==> src/rtl/spi_pkg.sv <==
// Shared SPI definitions: controller state encoding and mode constants,
// used by both spi_master and spi_slave.
package spi_pkg;

    typedef enum logic [2:0] {
        ST_IDLE      = 3'd0,
        ST_SETUP     = 3'd1,
        ST_SHIFT     = 3'd2,
        ST_WAIT_NEXT = 3'd3,
        ST_HOLD      = 3'd4,
        ST_GAP       = 3'd5
    } spi_state_e;

    // Mode 0: clock idles low, data sampled on the rising edge.
    localparam logic SPI_CPOL = 1'b0;
    localparam logic SPI_CPHA = 1'b0;

    localparam int SPI_BITS = 8;

    // States in which a new byte may be handed over.
    function automatic logic spi_accepts(input spi_state_e s);
        return (s == ST_IDLE) || (s == ST_WAIT_NEXT);
    endfunction

endpackage

==> src/rtl/spi_clkgen.sv <==
// Half-period tick generator. Counts 0..CLK_DIV-1 while enabled and emits
// a one-cycle tick on the last count; held at 0 while disabled so every
// enabled phase starts a full half-period.
module spi_clkgen #(
    parameter int CLK_DIV = 4
) (
    input  logic clk,
    input  logic rst_n,
    input  logic i_en,
    output logic o_tick
);

    localparam logic [7:0] LP_TERM = 8'(CLK_DIV - 1);

    logic [7:0] r_cnt;

    // Divide counter: wraps to 0 at terminal count, cleared when disabled.
    always_ff @(posedge clk or negedge rst_n) begin
        if (!rst_n) begin
            r_cnt <= 8'd0;
        end else if (!i_en) begin
            r_cnt <= 8'd0;
        end else if (r_cnt == LP_TERM) begin
            r_cnt <= 8'd0;
        end else begin
            r_cnt <= r_cnt + 8'd1;
        end
    end

    assign o_tick = i_en && (r_cnt == LP_TERM);

endmodule

==> src/rtl/spi_master.sv <==
// SPI mode-0 master with byte-stream input and multi-byte frames.
// cs_n stays low across a frame; WAIT_NEXT parks the bus between bytes
// until the next byte arrives. cs_n is decoded from the state register so
// an asynchronous reset releases it immediately.
//
// state      | meaning
// IDLE       | cs_n high, waiting for the first byte of a frame
// SETUP      | cs_n low, mosi = bit7, CLK_DIV cycles before first edge
// SHIFT      | 8 bits, each CLK_DIV low + CLK_DIV high sclk cycles
// WAIT_NEXT  | mid-frame pause, sclk low, waiting for the next byte
// HOLD       | cs_n low for CLK_DIV cycles after the last byte
// GAP        | cs_n high for CLK_DIV cycles before accepting a new frame
module spi_master
    import spi_pkg::*;
#(
    parameter int CLK_DIV = 4
) (
    input  logic       clk,
    input  logic       rst_n,
    input  logic [7:0] tx_data,
    input  logic       tx_valid,
    input  logic       tx_last,
    output logic       tx_ready,
    output logic [7:0] rx_data,
    output logic       rx_valid,
    output logic       busy,
    output logic       cs_n,
    output logic       sclk,
    output logic       mosi,
    input  logic       miso
);

    spi_state_e r_state;
    spi_state_e w_state_nxt;

    logic       w_en;
    logic       w_tick;
    logic       w_hs;
    logic       w_rise;
    logic       w_fall;
    logic       w_byte_end;

    logic       r_rst_done;
    logic       r_phase;
    logic       r_sclk;
    logic       r_last;
    logic       r_rx_valid;
    logic [2:0] r_bit_cnt;
    logic [7:0] r_tx_sr;
    logic [7:0] r_rx_sr;
    logic [7:0] r_rx_data;

    spi_clkgen #(
        .CLK_DIV(CLK_DIV)
    ) u_clkgen (
        .clk   (clk),
        .rst_n (rst_n),
        .i_en  (w_en),
        .o_tick(w_tick)
    );

    assign w_hs       = tx_valid && tx_ready;
    assign w_rise     = (r_state == ST_SHIFT) && w_tick && !r_phase;
    assign w_fall     = (r_state == ST_SHIFT) && w_tick && r_phase;
    assign w_byte_end = w_fall && (r_bit_cnt == 3'(SPI_BITS - 1));

    // State register.
    always_ff @(posedge clk or negedge rst_n) begin
        if (!rst_n) begin
            r_state <= ST_IDLE;
        end else begin
            r_state <= w_state_nxt;
        end
    end

    // Next-state decode.
    always_comb begin
        w_state_nxt = r_state;
        case (r_state)
            ST_IDLE:      if (w_hs)       w_state_nxt = ST_SETUP;
            ST_SETUP:     if (w_tick)     w_state_nxt = ST_SHIFT;
            ST_SHIFT:     if (w_byte_end) w_state_nxt = r_last ? ST_HOLD : ST_WAIT_NEXT;
            ST_WAIT_NEXT: if (w_hs)       w_state_nxt = ST_SHIFT;
            ST_HOLD:      if (w_tick)     w_state_nxt = ST_GAP;
            ST_GAP:       if (w_tick)     w_state_nxt = ST_IDLE;
            default:                      w_state_nxt = ST_IDLE;
        endcase
    end

    // State-decoded outputs; tx_ready waits one edge after reset release.
    always_comb begin
        cs_n     = 1'b0;
        busy     = 1'b1;
        w_en     = 1'b1;
        tx_ready = r_rst_done && spi_accepts(r_state);
        case (r_state)
            ST_IDLE: begin
                cs_n = 1'b1;
                busy = 1'b0;
                w_en = 1'b0;
            end
            ST_WAIT_NEXT: w_en = 1'b0;
            ST_GAP:       cs_n = 1'b1;
            default: ;
        endcase
    end

    // Shift datapath: load on handshake, sample on rise, advance on fall.
    always_ff @(posedge clk or negedge rst_n) begin
        if (!rst_n) begin
            r_rst_done <= 1'b0;
            r_phase    <= 1'b0;
            r_sclk     <= SPI_CPOL;
            r_last     <= 1'b0;
            r_rx_valid <= 1'b0;
            r_bit_cnt  <= 3'd0;
            r_tx_sr    <= 8'h00;
            r_rx_sr    <= 8'h00;
            r_rx_data  <= 8'h00;
        end else begin
            r_rst_done <= 1'b1;
            r_rx_valid <= 1'b0;
            if (w_hs) begin
                r_tx_sr   <= tx_data;
                r_last    <= tx_last;
                r_phase   <= 1'b0;
                r_bit_cnt <= 3'd0;
                r_sclk    <= SPI_CPOL;
            end
            if (w_rise) begin
                r_sclk  <= 1'b1;
                r_phase <= 1'b1;
                r_rx_sr <= {r_rx_sr[6:0], miso};
            end
            if (w_fall) begin
                r_sclk    <= 1'b0;
                r_phase   <= 1'b0;
                r_bit_cnt <= r_bit_cnt + 3'd1;
                if (w_byte_end) begin
                    // Last fall: keep mosi on bit0 so the bus is quiet in WAIT_NEXT.
                    r_rx_data  <= r_rx_sr;
                    r_rx_valid <= 1'b1;
                end else begin
                    r_tx_sr <= {r_tx_sr[6:0], 1'b0};
                end
            end
        end
    end

    assign sclk     = r_sclk;
    assign mosi     = r_tx_sr[7];
    assign rx_data  = r_rx_data;
    assign rx_valid = r_rx_valid;

endmodule

==> config.mk <==
export PLATFORM = sky130hd
export DESIGN_NAME = spi_master
export DESIGN_NICKNAME = d
export VERILOG_FILES = /design/src/rtl/spi_pkg.sv /design/src/rtl/spi_clkgen.sv /design/src/rtl/spi_master.sv
export SDC_FILE = /design/constraint.sdc
export NUM_CORES = 1
export LEC_CHECK = 0
export CORE_MARGIN = 8
export CORE_UTILIZATION = 49
export DETAILED_ROUTE_END_ITERATION = 10
export GPL_TIMING_DRIVEN = 0
export HOLD_SLACK_MARGIN = 0.05
export PLACE_DENSITY = 0.75
export SLEW_MARGIN = 20
export SYNTH_ARGS = -nofsm -noshare
export SYNTH_HDL_FRONTEND = slang
export SYNTH_HIERARCHICAL = 1
export SYNTH_SLANG_ARGS = --single-unit
export TNS_END_PERCENT = 20
==> constraint.sdc <==
create_clock -name clk -period 2.8 [get_ports clk]
set_clock_uncertainty 0.1 [all_clocks]
set_input_delay 0.28 -clock clk [delete_from_list [all_inputs] [get_ports clk]]
set_output_delay 0.28 -clock clk [all_outputs]
set_load 0.02 [all_outputs]
==> out/metrics.cfg, run 1 <==
[run_status]
status=finished, final reports clean

[cts]
cts_buffers=5
clkLatencyLatePin_ns=0.28
root_buffer=clkbuf_8
cts_max_level=2
cts.path.max_buffers=2
cts_tree=built
cts.sink_count=42
path_clk_slew_ns=0.07

[timing]
whs_ns=0.2959
timing.final.ws_setup_ns=0.1535
max_slew_margin=0.6585
period_needed_ns=2.647
rsz0062_at_grt=false
setup_violations=0
fmax_mhz=377.9
finalSetupTns_ns=0
hold_viol_final=0
drv_slew=0
worst_slew_pin_slew_ns=0.5106
post-route-period-util=0.9452

[cells_and_area]
antenna_cells=0
final_util=0.6223
syn_to_final_growth_pct=24.04
layout.nets=227
final_common_cell=dfrtp_1
finalInstanceArea_mm2=0.002454
n_fill_cell=306
mostFrequentLayoutCells=42 x dfrtp_1, 25 x clkdlybuf4s50_1, 18 x a21oi_1
final-instance-count-excl-fill=260
drive_gt1_frac=0.1952

[global_route]
grt_overflow=0
grt_pass1_vias=1465
grt_pass1_wl_mm=6.630
grt_start_max_net_pins=35
antenna_found_initial=0
track_usage=0.1292

[route]
first_iter_violations=50
vias=1403
wire_per_inst_um=14.50
drt-vias-per-instance=5.396
drc=0
drtAntennaViolNets=0
first_pass_iters=4
wirelength_mm=3.769

[worst_setup_path]
path_delay_family=simple AND/OR/NAND/NOR gates
worst_setup_path_end_kind=flip-flop
slowest_stage=nor4b_4
crit_path_max_incr_delay_ns=0.42
required_ns=2.86
crit_type=flip-flop to flip-flop
critPathBufInv=2
crit_fanout=10
startpoint_type=flip-flop
crit_chain=buf_6 > xor2_2 > or2_2 > inv_1 > nor4b_4 > nand3_1 > nor2_4 > mux2_2
worstPathArrival_ns=2.71

[yosys]
synth-edff-count=0
avgSynthCellArea_um2=11.30
yosysSeqAreaShare=0.5313
syn_inst=175
synth_largest_area_cell=dfrtp_1
syn_nets=192
ys_top_cells_by_area=dfrtp_1 53%, mux2_4 6.1%, mux2_2 5.1%, a21oi_1 4.6%, nand2_1 3.2%
ys.flop_type=dfrtp_1
ys_ff_latch=42
synthArstFlopShare=1.000
ys_types=42
synth_top_area_frac=0.5313
syn-cell-area_mm2=0.001978
yosys_warnings=6

[placed_design]
dp_cells=252
dpl.hpwl_mm=2.802
postPlaceCellArea_mm2=0.002316
place_congestion=0.7773
portBuffers=26
pre_cts_slack_ns=-0.4750

[hold_path]
worstHoldPathType=input pin to async pin

[die]
die_w_um=79.54
num_io_pins=27
die_area_mm2=0.006326
start_util=0.5017
rows=23
die_height_um=79.54
core_area_mm2=0.003943

[power_and_ir_drop]
p_per_area_mw_per_mm2=783.2
p_total_mw=1.922
vdd_drop_max_mv=0.5002
leakage_nw=1.167

[flow_run]
drv_cap=0

[layout make-up]
class | count | area (um^2) | area share
Sequential cell | 42 | 1051 | 0.4284
Multi-Input combinational cell | 122 | 885.9 | 0.3610
Timing Repair Buffer | 28 | 285.3 | 0.1163
Clock buffer | 6 | 82.58 | 0.03366
Tap cell | 50 | 62.56 | 0.02550
Buffer | 6 | 37.54 | 0.01530
Clock inverter | 1 | 30.03 | 0.01224
Inverter | 5 | 18.77 | 0.007649
[where the power goes]
group | leakage, nW | switching (mW) | total, mW | internal, mW
clock network | 0.0573 | 0.187 | 0.472 | 0.285
registers | 0.561 | 0.0979 | 0.827 | 0.730
logic | 0.549 | 0.340 | 0.622 | 0.283
[Yosys cell counts, drive strengths merged (2+ instances only)]
cell,instances
nor2,19
inv,5
a22o,2
xor2,4
nand3,9
a21oi,18
ha,4
buf,5
o22ai,2
dfrtp,42
o21ai,5
or3,5
nand2,18
mux2,17
nor3,2
[cells by family (layout without fill, tap and decap cells)]
group,Yosys count,after routing,synth area share
multiplexers,17,17,0.1120
buffers and inverters,11,46,0.02846
XOR/XNOR,5,5,0.02594
AO/OA/AOI/OAI,33,33,0.1075
AND/OR/NAND/NOR,62,62,0.1676
adder cells (fa/ha/maj),4,4,0.02530
flip-flops,42,42,0.5313
other,1,1,0.001896
[layer usage]
metal	up-vias	global-route usage	wire, um	part of all wire
li1	679	-	-	-
met1	692	0.1564	1685	0.45
met2	28	0.2119	1910	0.51
met3	4	0.03716	139	0.037
met4	0	0.04815	34	0.0090
met5	-	0	0	0
[path summary, 6_finish.rpt]
| kind | slack (ns) | from | to | cells after the start |
|---|---|---|---|---|
| setup / recovery | 0.15 | r_state[0] | r_rx_sr[6] | 8 |
| hold / removal | 0.30 | rst_n | r_state[0] | 2 |
| setup reg to reg | 0.15 | r_state[0] | r_rx_sr[6] | 8 |
| hold reg to reg | 0.39 | u_clkgen/r_cnt[0] | u_clkgen/r_cnt[0] | 1 |
| max in group asynchronous | 1.86 | rst_n | rx_data[0] | 3 |
| min in group clk | 0.39 | u_clkgen/r_cnt[0] | u_clkgen/r_cnt[0] | 1 |
[state kept, by name, indices dropped and copies added, names as in the netlist]
name            count
r_bit_cnt           3
r_last              1
r_rst_done          1
r_rx_sr             8
r_state             3
r_tx_sr             8
rx_data             8
rx_valid            1
sclk                1
u_clkgen/r_cnt      8
[timing repair]
action                                  in CTS  in global routing
endpoints found under the setup margin      31                  3
setup buffers                                0                  0
endpoints found under the hold margin       42                  0
hold buffers                                 1                  0
pin swaps                                    0                  2
gates resized for setup                      2                  0
No activity file was read; power rests on OpenSTA's default activity.
==> inputs of run 2 (changes only) <==
CORE_UTILIZATION = 48   (was 49)
MAX_ROUTING_LAYER = met4   (was default)
PLACE_DENSITY = 0.74   (was 0.75)
REMOVE_ABC_BUFFERS = 1   (was default)
SYNTH_HIERARCHICAL = default   (was 1)
==> out/metrics.cfg, run 2 <==
[route]
first_iter_violations=59  ; was 50
drc=0  ; unchanged
drtAntennaViolNets=0  ; unchanged
wirelength_mm=3.552  ; was 3.769 mm
wire_per_inst_um=14.86  ; was 14.50 um
drt-vias-per-instance=5.289  ; was 5.396
vias=1264  ; was 1403
first_pass_iters=4  ; unchanged

[global_route]
grt_overflow=0  ; unchanged
grt_pass1_wl_mm=6.120  ; was 6.630 mm
grt_start_max_net_pins=27  ; was 35
grt_pass1_vias=1300  ; was 1465
track_usage=0.1271  ; was 0.1292
antenna_found_initial=0  ; unchanged

[power_and_ir_drop]
p_total_mw=1.124  ; was 1.922 mW
leakage_nw=1.032  ; was 1.167 nW
power_switching_uw=225.0  ; was 624.2 uW
intPower_uw=898.9  ; was 1.297 mW
power_frac_seq=0.547  ; was 0.431
power_frac_comb=0.035  ; was 0.324
p_per_area_mw_per_mm2=477.8  ; was 783.2 mW/mm^2
switching_share=0.2002  ; was 0.3248
vdd_drop_max_mv=0.3131  ; was 0.5002 mV
clkPwrFrac=0.418  ; was 0.246

[timing]
finalSetupTns_ns=0  ; unchanged
whs_ns=0.3533  ; was 0.2959 ns
fmax_mhz=444.2  ; was 377.9 MHz
worst_slew_pin_slew_ns=0.7483  ; was 0.5106 ns
post-route-period-util=0.8040  ; was 0.9452
rsz0062_at_grt=false  ; unchanged
hold_viol_final=0  ; unchanged
timing.final.ws_setup_ns=0.5488  ; was 0.1535 ns
drv_slew=0  ; unchanged
max_slew_margin=0.5006  ; was 0.6585
setup_violations=0  ; unchanged
period_needed_ns=2.251  ; was 2.647 ns

[placed_design]
place_congestion=0.8046  ; was 0.7773
portBuffers=26  ; unchanged
pre_cts_slack_ns=0.3575  ; was -0.4750 ns
dpl.hpwl_mm=2.666  ; was 2.802 mm
dp_cells=230  ; was 252

[worst_setup_path]
startpoint_type=flip-flop  ; unchanged
crit_chain=xor2_1 > nor2_1 > and2_1 > clkdlybuf4s50_1  ; was buf_6 > xor2_2 > or2_2 > inv_1 > nor4b_4 > nand3_1 > nor2_4 > mux2_2
worst_setup_path_end_kind=output pin  ; was flip-flop
crit_type=flip-flop to output pin  ; was flip-flop to flip-flop
crit_fanout=10  ; unchanged
worstPathArrival_ns=1.87  ; was 2.71 ns
required_ns=2.42  ; was 2.86 ns
crit_path_max_incr_delay_ns=0.53  ; was 0.42 ns
slowest_stage=clkdlybuf4s50_1  ; was nor4b_4

[yosys]
synth_largest_area_cell=dfrtp_1  ; unchanged
ys_types=36  ; was 42
syn-cell-area_mm2=0.001906  ; was 0.001978 mm^2
synthTopCellsByCount=42 x dfrtp_1, 19 x mux2_2, 19 x nor2_1  ; was 42 x dfrtp_1, 18 x a21oi_1, 17 x nand2_1
synth_top_area_frac=0.5515  ; was 0.5313
avgSynthCellArea_um2=12.06  ; was 11.30 um^2
syn_inst=158  ; was 175
post-synth-top-count-cell=dfrtp_1  ; unchanged
synthArstFlopShare=1.000  ; unchanged
ys.flop_type=dfrtp_1  ; unchanged
synth-edff-count=0  ; unchanged
ys_top_cells_by_area=dfrtp_1 55%, mux2_2 11%, mux2i_1 4.7%, nor2_1 3.7%, xor2_1 3.2%  ; was dfrtp_1 53%, mux2_4 6.1%, mux2_2 5.1%, a21oi_1 4.6%, nand2_1 3.2%
yosys_warnings=0  ; was 6
ys_ff_latch=42  ; unchanged
yosysSeqAreaShare=0.5515  ; was 0.5313

[die]
die_height_um=79.01  ; was 79.54 um
core_area_mm2=0.003914  ; was 0.003943 mm^2
start_util=0.4869  ; was 0.5017
die_w_um=79.01  ; was 79.54 um
num_io_pins=27  ; unchanged
die_area_mm2=0.006242  ; was 0.006326 mm^2
rows=23  ; unchanged

[cells_and_area]
final-instance-count-excl-fill=239  ; was 260
drive_gt1_frac=0.2063  ; was 0.1952
layout.nets=204  ; was 227
mostFrequentLayoutCells=42 x dfrtp_1, 25 x clkdlybuf4s50_1, 19 x mux2_2  ; was 42 x dfrtp_1, 25 x clkdlybuf4s50_1, 18 x a21oi_1
syn_to_final_growth_pct=23.44  ; was 24.04%
antenna_cells=0  ; unchanged
final_common_cell=dfrtp_1  ; unchanged

[cts]
cts_max_level=2  ; unchanged
cts_setup_buffers=0  ; unchanged
ctsResizeCount=0  ; was 2
cts_tree=built  ; unchanged
path_clk_slew_ns=0.08  ; was 0.07 ns
clkLatencyLatePin_ns=0.29  ; was 0.28 ns
cts.sink_count=42  ; unchanged
holdBufCountCts=1  ; unchanged
cts_buffers=5  ; unchanged
root_buffer=clkbuf_8  ; unchanged
cts.path.max_buffers=2  ; unchanged

[flow_run]
drv_cap=0  ; unchanged

[run_status]
status=finished, final reports clean  ; unchanged

[hold_path]
worstHoldPathType=input pin to async pin  ; unchanged

[run 2: changes by cell type after synthesis, moves of 4 or more]
cell,before,now
nand2_1,17,4
mux2_2,9,19
mux2i_1,0,9
a21oi_1,18,10
mux2_4,8,0
inv_1,5,1
or3_1,5,1
xor2_1,3,7
[run 2: worst max-delay path: cells and delay by family (launching register included)]
| kind | cells | cell delay [ns] |
|---|---|---|
| flip-flops | 1 | 0.52 |
| AND/OR/NAND/NOR | 2 | 0.25 |
| XOR/XNOR | 1 | 0.28 |
| buffers and inverters | 1 | 0.53 |
[run 2: metal layers]
layer  global-route usage  vias to the layer above  part of all wire
li1                     -                      607                 -
met1               0.1478                      624              0.45
met2               0.2062                       29              0.50
met3              0.03837                        4             0.047
met4              0.03889                        0            0.0082
met5                    -                        -                 0
[run 2: final timing paths]
kind,depth (start not counted),slack (ns),start,to
worst max-delay path,4,0.55,r_state[1],tx_ready
min in group clk,1,0.41,r_bit_cnt[0],r_bit_cnt[0]
max in group asynchronous,3,1.78,rst_n,rx_data[0]
worst max register to register,5,0.65,u_clkgen.r_cnt[0],rx_data[7]
worst min register to register,1,0.41,r_bit_cnt[0],r_bit_cnt[0]
worst min-delay path,2,0.35,rst_n,r_rst_done
[run 2: cell type report]
class | count | area [um^2]
inverter | 1 | 3.754
clock inverter | 3 | 45.04
tap | 50 | 62.56
multi-input combinational | 110 | 828.3
clock buffer | 5 | 68.82
sequential | 42 | 1051
timing repair buffer | 28 | 292.8
fill | 313 | 1562
[run 2: power by group through the flow]
stage	clock network, mW	logic, mW	registers [mW]
after floorplan	0	0.00551	0.626
after global placement	0	0.0340	0.627
after detailed placement	0	0.0393	0.627
after CTS	0.486	0.0406	0.615
after global routing	0.509	0.0439	0.616
final	0.470	0.0395	0.615
[run 2: cells by family after synthesis]
kind of cell | share of synthesized area
AO/OA/AOI/OAI | 0.04859
multiplexers | 0.1596
flip-flops | 0.5515
adder cells (fa/ha/maj) | 0.01970
other | 0.001968
AND/OR/NAND/NOR | 0.1668
XOR/XNOR | 0.03677
buffers and inverters | 0.01510
[run 2: metrics by stage]
step,utilization,instance area (um^2)
2_1_floorplan,-,1881
3_3_place_gp,0.5630,2203
3_5_place_dp,0.5687,2226
4_1_cts,0.6004,2350
5_1_grt,0.6010,2352
6_report,0.6010,2352
==> inputs of run 3 (changes only) <==
clock period = 2.05 ns   (was 2.8 ns; I/O delays follow)
==> out/metrics.cfg, run 3 (same netlist as run 2, synthesis figures left out) <==
[timing]
fmax_mhz=503.5
setup_violations=0  ; unchanged
whs_ns=0.2772  ; was 0.3533 ns
drv_slew=0  ; unchanged
worst_slew_pin_slew_ns=0.7589  ; was 0.7483 ns
post-route-period-util=0.9688
max_slew_margin=0.4935  ; was 0.5006
hold_viol_final=0  ; unchanged
period_needed_ns=1.986
rsz0062_at_grt=true  ; was false

[global_route]
grt_use_met3=0.03837  ; unchanged
met1_usage=0.1484  ; was 0.1478
gr-max-usage-layer=met2  ; unchanged
track_usage=0.1275  ; was 0.1271
antenna_found_initial=0  ; unchanged
grt_start_max_net_pins=27  ; unchanged
grt_overflow=0  ; unchanged
grtUsageMet2=0.2071  ; was 0.2062
grt_pass1_wl_mm=6.147  ; was 6.120 mm
grt_pass1_vias=1307  ; was 1300

[cts]
cts_tree=built  ; unchanged
cts_max_level=2  ; unchanged
root_buffer=clkbuf_8  ; unchanged
cts.sink_count=42  ; unchanged
cts_buffers=5  ; unchanged
clkLatencyLatePin_ns=0.29  ; about the same
path_clk_slew_ns=0.08  ; about the same
cts.path.max_buffers=2  ; unchanged

[worst_setup_path]
required_ns=1.75  ; was 2.42 ns
worstReg2RegEnd=rx_data[7]  ; unchanged
worstPathArrival_ns=1.68  ; was 1.87 ns
startpoint_type=flip-flop  ; unchanged
slowest_stage=clkdlybuf4s50_1  ; unchanged
crit_type=flip-flop to output pin  ; unchanged
rrSetupSlack_ns=0.08  ; was 0.65 ns
crit_path_max_incr_delay_ns=0.54  ; was 0.53 ns
worst_setup_path_end_kind=output pin  ; unchanged
crit_chain=or3_1 > clkdlybuf4s50_1  ; was xor2_1 > nor2_1 > and2_1 > clkdlybuf4s50_1
crit_fanout=8  ; was 10
reg2regPathDepth=4  ; was 5
r2r_start=u_clkgen.r_cnt[6]  ; was u_clkgen.r_cnt[0]

[flow_run]
drv_cap=0  ; unchanged

[cells_and_area]
final_common_cell=dfrtp_1  ; unchanged
multi_input_area_um2=860.8  ; was 828.3 um^2
syn_to_final_growth_pct=27.31  ; was 23.44%
mostFrequentLayoutCells=38 x dfrtp_1, 24 x clkdlybuf4s50_1, 19 x mux2_2  ; was 42 x dfrtp_1, 25 x clkdlybuf4s50_1, 19 x mux2_2
antenna_cells=0  ; unchanged
drive_gt1_frac=0.2564  ; was 0.2063
layout.nets=210  ; was 204
final_util=0.6199  ; was 0.6010
n_fill_cell=307  ; was 313
finalInstanceArea_mm2=0.002426  ; was 0.002352 mm^2
regArea_mm2=0.001056  ; was 0.001051 mm^2
final-instance-count-excl-fill=245  ; was 239

[die]
core_area_mm2=0.003914  ; unchanged
die_w_um=79.01  ; unchanged
rows=23  ; unchanged
die_area_mm2=0.006242  ; unchanged
num_io_pins=27  ; unchanged
start_util=0.4869  ; unchanged
die_height_um=79.01  ; unchanged

[route]
wire_per_inst_um=15.32  ; was 14.86 um
vias=1298  ; was 1264
drc=0  ; unchanged
first_pass_iters=4  ; unchanged
wirelength_mm=3.753  ; was 3.552 mm
first_iter_violations=67  ; was 59
drtAntennaViolNets=0  ; unchanged
drt-vias-per-instance=5.298  ; was 5.289

[power_and_ir_drop]
vdd_drop_max_mv=0.4287  ; was 0.3131 mV
leakage_nw=1.056  ; was 1.032 nW
p_total_mw=1.538  ; was 1.124 mW
p_per_area_mw_per_mm2=634.0  ; was 477.8 mW/mm^2

[placed_design]
dp_cells=230  ; unchanged
postPlaceCellArea_mm2=0.002226  ; unchanged
portBuffers=26  ; unchanged
place_congestion=0.8046  ; unchanged
dpl.hpwl_mm=2.666  ; unchanged

[run_status]
status=finished, final reports clean  ; unchanged

[hold_path]
worstHoldPathType=input pin to async pin  ; unchanged

## run 3: cell types whose count changed in the layout (fill, tap and decap cells not counted)
cell / change
ha_1: -1
dfrtp_2: +4
nand3_2: -1
dlygate4sd2_1: +1
nor3b_2: -1
nand3_4: +1
dfrtp_1: -4
nor2_2: +1
ha_4: +1
clkdlybuf4s50_1: -1
nor3b_4: +1
buf_4: +5
## run 3: where the power goes
group | internal [mW] | switching, mW | leakage [nW]
Combinational | 0.0310 | 0.0231 | 0.474
Sequential | 0.835 | 0.00504 | 0.531
Clock | 0.362 | 0.282 | 0.0504
Total | 1.23 | 0.310 | 1.06
## run 3: per-stage QoR
step / setup TNS [ns] / setup slack [ns]
2_1_floorplan: 0 / 0.08767
3_3_place_gp: -16.53 / -0.3134
3_5_place_dp: -4.998 / -0.3175
4_1_cts: 0 / 0.02144
5_1_grt: -0.1933 / -0.03257
6_report: 0 / 0.06387
## run 3: worst max-delay path, delay by kind of cell, from the launching register on
family,cells,cell delay (ns)
simple gates,1,0.38
flops,1,0.47
buf+inv,1,0.54
## run 3: repair_timing
item | 4_1_cts | 5_1_grt
endpoints found under the hold margin | 16 | 0
setup buffers | 1 | 4
gates resized for setup | 6 | 4
hold buffers | 1 | 0
pin swaps | 2 | 4
cloned | 0 | 1
endpoints found under the setup margin | 30 | 20
## run 3: how the worst max path moves through the flow
stage / startpoint / end / slack [ns]
floorplan: r_state[0] / r_last / 0.09
global route: u_clkgen.r_cnt[6] / rx_data[6] / -0.03
CTS: u_clkgen.r_cnt[0] / rx_data[7] / 0.02
finish: r_state[0] / busy / 0.06
detailed placement: tx_valid / r_last / -0.32
global placement: rst_n / rx_data[0] / -0.31
## run 3: final cells by class
class	instances	share of cell area
clock buffer	5	0.02837
multi-input combinational	111	0.3548
timing repair buffer	33	0.1356
tap	50	0.02579
inverter	1	0.001547
sequential	42	0.4353
clock inverter	3	0.01857
## run 3: layer usage
metal	part of all wire	wire length, um
met2	0.50	1881
met3	0.047	178
met4	0.0075	28
met5	0	0
met1	0.44	1665
